$ cat src/rtl/neu_grid_ctrl.sv
// Grid sequencer for the wavefront path-cost array.
// Streams node weights into the array and tracks which nodes are blocked.
// Seeds the array from a source node and runs relaxation until it settles
// or the iteration limit is hit.
module neu_grid_ctrl #(
   parameter int ROWS     = 4,
   parameter int COLS     = 4,
   parameter int IDX_W    = 4,
   parameter int MAX_ITER = 1024,
   localparam int N       = ROWS * COLS
) (
   input  logic             clk,
   input  logic             rst,
   input  logic             load_start,
   input  logic             w_valid,
   input  logic [3:0]       w_data,
   output logic             w_ready,
   input  logic             solve_start,
   input  logic [IDX_W-1:0] src_idx,
   output logic             busy,
   output logic             done,
   output logic             timeout,
   output logic             err_src,
   output logic [15:0]      iter_count,
   output logic             grid_rst,
   output logic [N-1:0]     grid_clr,
   output logic [N-1:0]     grid_ld,
   output logic [3:0]       grid_ld_weight,
   input  logic [N-1:0]     grid_path_mod
);

   localparam int NP = 2 ** IDX_W;

   typedef enum logic [2:0] {S_IDLE, S_LOAD, S_INIT, S_RELAX, S_DONE} state_t;

   state_t           state_q, state_d;
   logic [IDX_W-1:0] idx_q, idx_d;
   logic [IDX_W-1:0] src_q, src_d;
   logic [N-1:0]     mask_q, mask_d;
   logic [15:0]      iter_q, iter_d;
   logic             timeout_q, timeout_d;
   logic             err_q, err_d;
   logic [3:0]       wld_q, wld_d;

   // The mask is zero-extended to the full index range so an out-of-range
   // source can be tested without an out-of-bounds select.
   logic [NP-1:0] mask_ext;
   logic          src_bad;
   logic          active;

   assign mask_ext   = NP'(mask_q);
   assign src_bad    = (32'(src_idx) >= N) || mask_ext[src_idx];
   // Blocked nodes never update, so any flag they raise is noise.
   assign active     = |(grid_path_mod & ~mask_q);

   assign timeout    = timeout_q;
   assign err_src    = err_q;
   assign iter_count = iter_q;

   // Next-state and output decode.
   always_comb begin
      state_d        = state_q;
      idx_d          = idx_q;
      src_d          = src_q;
      mask_d         = mask_q;
      iter_d         = iter_q;
      timeout_d      = timeout_q;
      err_d          = err_q;
      wld_d          = wld_q;
      w_ready        = 1'b0;
      busy           = 1'b0;
      done           = 1'b0;
      grid_rst       = 1'b0;
      grid_clr       = '0;
      grid_ld        = '0;
      grid_ld_weight = wld_q;
      case (state_q)
         S_IDLE: begin
            if (load_start) begin
               // Load has priority; a simultaneous solve request is dropped.
               idx_d   = '0;
               state_d = S_LOAD;
            end else if (solve_start) begin
               timeout_d = 1'b0;
               iter_d    = '0;
               if (src_bad) begin
                  err_d   = 1'b1;
                  state_d = S_DONE;
               end else begin
                  err_d   = 1'b0;
                  src_d   = src_idx;
                  state_d = S_INIT;
               end
            end
         end
         S_LOAD: begin
            w_ready = 1'b1;
            busy    = 1'b1;
            if (w_valid) begin
               grid_ld        = N'(1) << idx_q;
               grid_ld_weight = w_data;
               wld_d          = w_data;
               mask_d[idx_q]  = (w_data == 4'hF);
               idx_d          = idx_q + 1'b1;
               if (32'(idx_q) == N - 1) state_d = S_DONE;
            end
         end
         S_INIT: begin
            // Nodes give clr priority over rst, so the source seeds at cost 0.
            busy     = 1'b1;
            grid_rst = 1'b1;
            grid_clr = N'(1) << src_q;
            state_d  = S_RELAX;
         end
         S_RELAX: begin
            busy = 1'b1;
            if (active) begin
               iter_d = iter_q + 16'd1;
               if (iter_d == 16'(MAX_ITER)) begin
                  timeout_d = 1'b1;
                  state_d   = S_DONE;
               end
            end else begin
               state_d = S_DONE;
            end
         end
         S_DONE: begin
            done    = 1'b1;
            state_d = S_IDLE;
         end
         default: state_d = S_IDLE;
      endcase
   end

   // State and datapath registers with synchronous reset.
   always_ff @(posedge clk) begin
      if (rst) begin
         state_q   <= S_IDLE;
         idx_q     <= '0;
         src_q     <= '0;
         mask_q    <= '0;
         iter_q    <= '0;
         timeout_q <= 1'b0;
         err_q     <= 1'b0;
         wld_q     <= '0;
      end else begin
         state_q   <= state_d;
         idx_q     <= idx_d;
         src_q     <= src_d;
         mask_q    <= mask_d;
         iter_q    <= iter_d;
         timeout_q <= timeout_d;
         err_q     <= err_d;
         wld_q     <= wld_d;
      end
   end

endmodule

$ cat config.mk
export PLATFORM = sky130hd
export DESIGN_NAME = neu_grid_ctrl
export DESIGN_NICKNAME = d
export VERILOG_FILES = /design/src/rtl/neu_grid_ctrl.sv
export SDC_FILE = /design/constraint.sdc
export NUM_CORES = 1
export LEC_CHECK = 0
export BUFFER_PORTS_ARGS = -buffer_cell sky130_fd_sc_hd__buf_2
export CAP_MARGIN = 20
export CORE_MARGIN = 5
export CORE_UTILIZATION = 52
export CTS_CLUSTER_DIAMETER = 60
export DETAILED_ROUTE_END_ITERATION = 8
export PLACE_DENSITY_LB_ADDON = 0.2
export SLEW_MARGIN = 20
export SYNTH_ARGS = -nofsm -noshare
export SYNTH_HDL_FRONTEND = slang
export SYNTH_SLANG_ARGS = --single-unit
$ cat constraint.sdc
create_clock -name clk -period 2.5 [get_ports clk]
set_clock_uncertainty 0.1 [all_clocks]
set_input_delay 0 -clock clk [delete_from_list [all_inputs] [get_ports clk]]
set_output_delay 0 -clock clk [all_outputs]
set_load 0.005 [all_outputs]
# == Word-level counts from Yosys, hierarchy flattened ==
# Index checks and enable logic that the tools add are counted.
# W data, S select, Z words.
# word_totals
output_inout_bits,58
wordCells,83
input_bits,29
reg_bits,49
# classes
n_addsub,2
shift,2
n_bitwise,4
muxes,35
magnitude_cmp,3
n_reduce_logical,13
eq_ne,16
# ops
cell,n
$mux W16,6
$pmux W16 S2,1
$shl A1 B4 Y16 const A,2
$mux W3,7
$add A16 B1 Y16 const B,1
$and A16 B16 Y16,1
$bwmux W16,1
$eq A16 B11 Y1 const B,1
$mux W4,4
$not A16 Y16,1
$reduce_or A16 Y1,1
$ne A2 B2 Y1 const B,7
$pmux W3 S4,1
$reduce_and A4 Y1,3
$mux W1,11
$lt A4 B5 Y1 const B,2
$eq A4 B4 Y1 const B,2
$pmux W4 S2,1
$eq A3 B2 Y1 const B,2
$ne A3 B3 Y1 const B,2
$reduce_and A3 Y1,2
$reduce_and A5 Y1,1
$add A4 B1 Y4 const B,1
$bmux W1 S4,1
other kinds (11),13

# == Logic depth before layout (Yosys ltp) ==
# Gate-level depths: netlist (run 1).
# logic_depth
depth_word,6
mapped_depth,8
ltp_nobuf,7

# == Least setup slack after synthesis (run 1) ==
# Ideal clock, no wire load.
# synth_path
path_type,register to register
from,register iter_q[0] (netlist: iter_count[0])
to,register timeout_q (netlist: timeout)
setup_time_ns,0.087
slack_ns,0.367
arrival_ns,1.946
t_required_ns,2.313
path_buffers,0
period_less_slack_ns,2.133
stages_incl_launch_ff,8
cell_sequence,dfxtp_1 -> ha_1 -> nand3_1 -> nor4_2 -> nand4b_1 -> o311ai_0 -> nand4_1 -> o31ai_1
# synth_via
elab_chain_cells,4
# synth_rtl
item,line,source
start: declaration,40,"logic [15:0] iter_q, iter_d;"
start signal: assignment,151,iter_q <= iter_d;
$add A16 B1 Y16,118,iter_d = iter_q + 16'd1;
$eq A16 B11 Y1,119,if (iter_d == 16'(MAX_ITER)) begin
$ne A2 B2 Y1 (no source line),--,
$reduce_and A5 Y1 (no source line),--,
end signal: assignment,152,timeout_q <= timeout_d;
end: declaration,41,"logic timeout_q, timeout_d;"
# No other way between the ends.
# A chain may end at the register's enable or synchronous reset.

# == Final worst setup path (run 1) ==
# Same ends and word-level chain as after synthesis.

==> out/summary.json, run 1 <==
{
  "outcome": {
    "outcome": "finished, final reports clean"
  },
  "hold_path": {
    "timing.hold.worst_path_depth": 3,
    "min-delay-path-class": "primary input to flip-flop"
  },
  "timing": {
    "final_ws_setup_ps": 210,
    "grt_setup_unrepaired": "no",
    "post-route-min-period_ps": 2290,
    "final.period_utilization_pct": 91.6,
    "fmaxAchievable_mhz": 437,
    "timing_hold_violations_final": 0,
    "final_setup_tns_ps": 0,
    "drv_slew": 0,
    "worst_pin_slew_ps": 557,
    "setup_viol_count_final": 0,
    "relSlewSlack_pct": 62.9
  },
  "detailed_routing": {
    "post-route-drc-count": 0,
    "drt_iter0_drc": 248,
    "vias": 3101,
    "avgRoutedWirePerCell_um": 14.7,
    "wl_um": 8050,
    "firstDrtPassIters": 5,
    "antenna_violating_nets_post_route": 0,
    "vias_per_cell": 5.67
  },
  "clock_tree": {
    "numCtsBuffers": 5,
    "cts.sink_count": 49,
    "clock_insertion_delay_worst_skew_ps": 300,
    "clock_buffer_depth": 2,
    "clockRootBuffer": "clkbuf_8",
    "h-tree-depth": 2,
    "tritoncts": "yes",
    "clk_transition_reported_paths_ps": 90
  },
  "yosys": {
    "gate_count_after_technology_mapping": 389,
    "syn-mean-instance-area_sq_um": 7.66,
    "post_synth_design_cell_area_sq_um": 2980,
    "number_of_flops_mapped_to_enable_cells_by_yosys": 0,
    "synthesis.nets": 425,
    "synth.lib_cells_used.distinct": 50,
    "postSynth.topFlopCell": "dfxtp_1",
    "synth-seq-area-share_pct": 32.9,
    "yosysWarningCount": 0,
    "postSynth.asyncResetShare_pct": 0,
    "ys_ff_latch": 49
  },
  "power": {
    "p_leak_nw": 1.54,
    "p_int_w": 0.00126,
    "total_switching_power_w": 0.000599,
    "power_switching_share_pct": 32.2,
    "power_frac_clock_pct": 27.8,
    "pwr_density_cell_nw_per_um2": 509,
    "p_comb_share_pct": 25.2,
    "seq_power_share_pct": 47.0,
    "ir_worst_vdd_mv": 0.397
  },
  "layout": {
    "layout-area-overhead-vs-synth_pct": 22.5,
    "regArea_sq_um": 981,
    "most_frequent_cells_in_the_layout": "buf_2, nor2_1, nand2_1, dfxtp_1, a21oi_1",
    "layout.cells.most_common": "buf_2",
    "total_area_of_multi_input_combinational_cells_sq_um": 1850,
    "nFillCells": 495,
    "drive_above_1_share_pct": 23.4,
    "finalNetCount": 510,
    "n_diodes": 0
  },
  "place": {
    "dp_hpwl_um": 5880,
    "globalplace.congestion": 0.993,
    "pre_cts_ws_ps": 174,
    "portBuffers": 86
  },
  "critical_path": {
    "worstPathMaxFanout": 7,
    "arrival_time_of_data_at_the_critical_path_endpoint_ps": 2420,
    "cpMaxStageDelayCell": "or4_1",
    "required_ps": 2630,
    "cp_cell_sequence": "ha_2 -> and3_1 -> a31oi_1 -> or4_1 -> nor3_1 -> nand4_1 -> o31ai_1",
    "slowest_delay_ps": 470,
    "path_buf_inv": 0,
    "setup.worst_path.class": "flip-flop to flip-flop",
    "crit_cells": 7,
    "r2r_cells": 7,
    "cp_top_family": "simple AND/OR/NAND/NOR gates",
    "startpoint_type": "flip-flop",
    "end_kind": "flip-flop"
  },
  "global_routing": {
    "first_global_vias": 2794,
    "gr-usage-all-layers_pct": 21.6,
    "antenna_violations_before_repair": 0,
    "grt_max_degree": 42,
    "grt_overflow": 0,
    "grt_first_pass_wirelength_um": 13100
  },
  "flow_run": {
    "maxCapViolations": 0
  },
  "floorplan": {
    "floorplan.initialDensity_pct": 53.8,
    "die_w_um": 85.7,
    "chipHeight_um": 85.7,
    "floorplan.io_pins": 87,
    "floorplan.die_area_sq_um": 7350,
    "rows": 27,
    "design.core.area_sq_um": 5540
  }
}
[power groups by stage]
stage                     clock network, W  registers, W  logic [W]
after floorplan                          0      0.000855   0.000338
after global placement                   0      0.000889   0.000448
after detailed placement                 0      0.000891   0.000452
after CTS                         0.000528      0.000873   0.000466
after global routing              0.000560      0.000882   0.000525
final                             0.000517      0.000874   0.000468
[stage by stage]
stage / total power (W) / utilization (%) / std cells / area [sq um] / hold slack, ps
5_1_grt: 0.00197 / 65.9 / 547 / 3650 / 23.0
6_report: 0.00186 / 65.9 / 547 / 3650 / 6.49
2_1_floorplan: 0.00119 / - / 389 / 2980 / -7.60
4_1_cts: 0.00187 / 65.5 / 546 / 3630 / 1.59
3_5_place_dp: 0.00134 / 61.8 / 528 / 3430 / 185
3_3_place_gp: 0.00134 / 61.8 / 528 / 3430 / 183
[worst paths after layout]
check                              from                    endpoint  slack, ps
max          iter_count[0]$_SDFFE_PP0P_        timeout$_SDFFE_PP0P_        210
min                                 rst  iter_count[3]$_SDFFE_PP0P_          6
max reg2reg  iter_count[0]$_SDFFE_PP0P_        timeout$_SDFFE_PP0P_        210
min reg2reg        err_src$_SDFFE_PP0P_        err_src$_SDFFE_PP0P_        400
[synthesized netlist by cell type (8+ instances only)]
cell type  instances  share of area (%)
clkbuf_1          16                2.0
nor2_1            55                6.9
dfxtp_1           49                 33
nand4_1            8                1.7
nand2_1           49                6.2
nor3_1            17                2.9
a21oi_1           27                4.5
inv_1             10                1.3
nand3_1           12                2.0
mux2i_1           11                3.7
nor2b_1           12                2.5
nand3b_1           8                2.0
o21ai_0           24                4.0
and2_1             9                1.9
[tightest hold or removal path: cells and delay by family]
family	cells	cell delay [ps]
compound gates	1	160
buf+inv	2	220
[layout make-up]
class	instances	area share [%]
Timing Repair Buffer	104	16.2
Tap cell	72	2.47
Multi-Input combinational cell	304	50.7
Inverter	10	1.03
Clock inverter	1	0.137
Clock buffer	7	2.64
Sequential cell	49	26.9
[state kept, by name, indices dropped and copies added (netlist names)]
signal / cells
err_src: 1
idx_q: 4
iter_count: 16
mask_ext: 16
src_q: 4
state_q: 3
timeout: 1
wld_q: 4
[layer usage]
layer | wire (um) | part of all wire [%] | GRT usage (%) | vias to the layer above
li1 | - | - | - | 1545
met1 | 3620 | 45 | 30.0 | 1407
met2 | 3690 | 46 | 34.5 | 138
met3 | 625 | 7.8 | 4.13 | 11
met4 | 114 | 1.4 | 5.61 | 0
met5 | 0 | 0 | 0 | -
[cell families after synthesis]
family / synth area share, %
DFF: 32.9
and+or+nand+nor: 32.8
muxes: 7.97
adders and majority gates: 2.94
buffers and inverters: 5.58
AOI/OAI and AO/OA: 15.8
xor gates and xnor gates: 2.06
[timing repair]
item	4_1_cts	5_1_grt
hold buffers	10	0
gates resized for setup	0	3
hold endpoints to repair	10	0
endpoints found under the setup margin	0	4
setup buffers	0	1
No activity file was read; power rests on OpenSTA's default activity.
==> inputs of run 2 (changes only) <==
--- a/config.mk
+++ b/config.mk
@@ -5,6 +5,7 @@
 export SDC_FILE = /design/constraint.sdc
 export NUM_CORES = 1
 export LEC_CHECK = 0
+export ABC_AREA = 1
 export BUFFER_PORTS_ARGS = -buffer_cell sky130_fd_sc_hd__buf_2
 export CAP_MARGIN = 20
 export CORE_MARGIN = 5
==> run 2 against run 1 <==
Against the previous run:
- synthesized cell count rose by 25%
- utilization grew 0.14 points
- critical endpoint is now wld_q[1]$_SDFF_PP0_
- sequential power grew 13%
- maximum frequency grew 10%
==> out/summary.json, run 2 <==
{
  "outcome": {
    "outcome": "finished, final reports clean"
  },
  "layout": {
    "n_diodes": 0,
    "regArea_sq_um": 981,
    "finalNetCount": 618,
    "drive_above_1_share_pct": 22.7,
    "layout-area-overhead-vs-synth_pct": 21.8,
    "most_frequent_cells_in_the_layout": "nor2_1, buf_2, nand2_1, inv_1, dfxtp_1",
    "nFillCells": 533,
    "total_area_of_multi_input_combinational_cells_sq_um": 1710,
    "layout.cells.most_common": "nor2_1"
  },
  "power": {
    "power_frac_clock_pct": 21.2,
    "p_leak_nw": 1.82,
    "fin_total_pwr_w": 0.00217,
    "p_comb_share_pct": 33.4,
    "ir_worst_vdd_mv": 0.402,
    "power_switching_share_pct": 38.4,
    "p_int_w": 0.00134,
    "seq_power_share_pct": 45.4,
    "total_switching_power_w": 0.000834,
    "pwr_density_cell_nw_per_um2": 586
  },
  "global_routing": {
    "grt_first_pass_wirelength_um": 13700,
    "grt_max_degree": 37,
    "grt_overflow": 0,
    "gr-usage-all-layers_pct": 22.2,
    "first_global_vias": 3088,
    "antenna_violations_before_repair": 0
  },
  "timing": {
    "final_setup_tns_ps": 0,
    "grt_setup_unrepaired": "no",
    "worst_pin_slew_ps": 907,
    "post-route-min-period_ps": 2080,
    "hold_slack_ps": 28.7,
    "relSlewSlack_pct": 39.5,
    "drv_slew": 0,
    "setup_viol_count_final": 0,
    "fmaxAchievable_mhz": 482,
    "final_ws_setup_ps": 424,
    "timing_hold_violations_final": 0,
    "final.period_utilization_pct": 83.0
  },
  "detailed_routing": {
    "drt_iter0_drc": 196,
    "vias_per_cell": 5.11,
    "antenna_violating_nets_post_route": 0,
    "avgRoutedWirePerCell_um": 12.5,
    "post-route-drc-count": 0,
    "wl_um": 8180,
    "vias": 3340,
    "firstDrtPassIters": 5
  },
  "floorplan": {
    "rows": 27,
    "floorplan.initialDensity_pct": 54.2,
    "floorplan.io_pins": 87,
    "chipHeight_um": 86.5,
    "floorplan.die_area_sq_um": 7480,
    "design.core.area_sq_um": 5610,
    "die_w_um": 86.5
  },
  "critical_path": {
    "arrival_time_of_data_at_the_critical_path_endpoint_ps": 2230,
    "setup.worst_path.class": "flip-flop to flip-flop",
    "required_ps": 2650,
    "end_kind": "flip-flop",
    "worstPathMaxFanout": 17,
    "startpoint_type": "flip-flop",
    "r2r_cells": 9
  },
  "clock_tree": {
    "clockRootBuffer": "clkbuf_8",
    "cts.sink_count": 49,
    "clock_buffer_depth": 2,
    "tritoncts": "yes",
    "cts-hold-fix-buffers": 9,
    "clk_transition_reported_paths_ps": 90,
    "post_cts_buffers": 0,
    "h-tree-depth": 2,
    "numCtsBuffers": 5,
    "clock_insertion_delay_worst_skew_ps": 310,
    "post_cts_resize_count": 0
  },
  "place": {
    "globalplace.congestion": 0.829,
    "pre_cts_ws_ps": 575,
    "portBuffers": 86,
    "dp_hpwl_um": 6280
  },
  "yosys": {
    "number_of_flops_mapped_to_enable_cells_by_yosys": 0,
    "synth-seq-area-share_pct": 32.3,
    "gate_count_after_technology_mapping": 488,
    "ys_top_cells_by_area": "dfxtp_1, nor2_1, nand2_1, inv_1, o21ai_0",
    "postSynth.topFlopCell": "dfxtp_1",
    "synth_area_leader_cell": "dfxtp_1",
    "post-synth-top-count-cell": "nor2_1",
    "top_post_synthesis_cells_by_count": "nor2_1, nand2_1, inv_1",
    "syn-mean-instance-area_sq_um": 6.23,
    "ys_ff_latch": 49,
    "synth_largest_type_area_fraction_pct": 32.3,
    "post_synth_design_cell_area_sq_um": 3040,
    "synth.lib_cells_used.distinct": 29,
    "synthesis.nets": 524,
    "postSynth.asyncResetShare_pct": 0,
    "yosysWarningCount": 0
  },
  "hold_path": {
    "min-delay-path-class": "primary input to flip-flop",
    "timing.hold.worst_path_depth": 6
  },
  "flow_run": {
    "maxCapViolations": 0
  }
}
[run 2: cell families after synthesis]
| logic type | after synthesis | synth area share [%] |
|---|---|---|
| flops | 49 | 32.3 |
| fa+ha+maj | 7 | 2.88 |
| buf+inv | 90 | 11.5 |
| compound gates | 91 | 15.6 |
| simple gates | 251 | 37.8 |
[run 2: per-layer routing]
layer	routed length, um	track usage (%)	vias up
li1	-	-	1753
met5	0	0	-
met3	443	3.71	6
met2	3930	37.8	84
met1	3750	28.7	1497
met4	54	6.94	0
[run 2: critical path, stage by stage (launching register included)]
cell and delay [ps]:
dfxtp_1 400, inv_2 50, nor2_2 120, nand2_1 120, nor2_4 320, nor2_1 80, a21oi_1 200, inv_2 40
nor2_1 70, dlygate4sd3_1 540
[run 2: worst paths after layout]
| path | startpoint | end | slack [ps] |
|---|---|---|---|
| max | state_q[0]$_SDFFE_PP0P_ | wld_q[1]$_SDFF_PP0_ | 420 |
| min reg2reg | src_q[3]$_SDFFE_PP0P_ | src_q[3]$_SDFFE_PP0P_ | 380 |
| min | load_start | state_q[2]$_SDFFE_PP0P_ | 30 |
| max reg2reg | state_q[0]$_SDFFE_PP0P_ | wld_q[1]$_SDFF_PP0_ | 420 |
[run 2: layout make-up]
cell class / count / area share [%]
clock inverter: 2 / 0.439
timing repair buffer: 97 / 14.5
inverter: 80 / 8.11
tap: 72 / 2.43
clock buffer: 5 / 1.86
sequential: 49 / 26.5
multi-input combinational: 349 / 46.2
[run 2: per-stage QoR]
step | instance area, sq um | utilization, % | instances
2_1_floorplan | 3040 | - | 488
3_3_place_gp | 3530 | 62.9 | 638
3_5_place_dp | 3530 | 62.9 | 638
4_1_cts | 3700 | 66.0 | 654
5_1_grt | 3700 | 66.0 | 654
6_report | 3700 | 66.0 | 654
[run 2: power by group through the flow]
stage	sequential [W]	combinational, W	clock, W
floorplan	0.000980	0.000481	0
global placement	0.000994	0.000695	0
detailed placement	0.00100	0.000709	0
CTS	0.000983	0.000725	0.000477
global route	0.00100	0.000817	0.000509
finish	0.000985	0.000726	0.000461
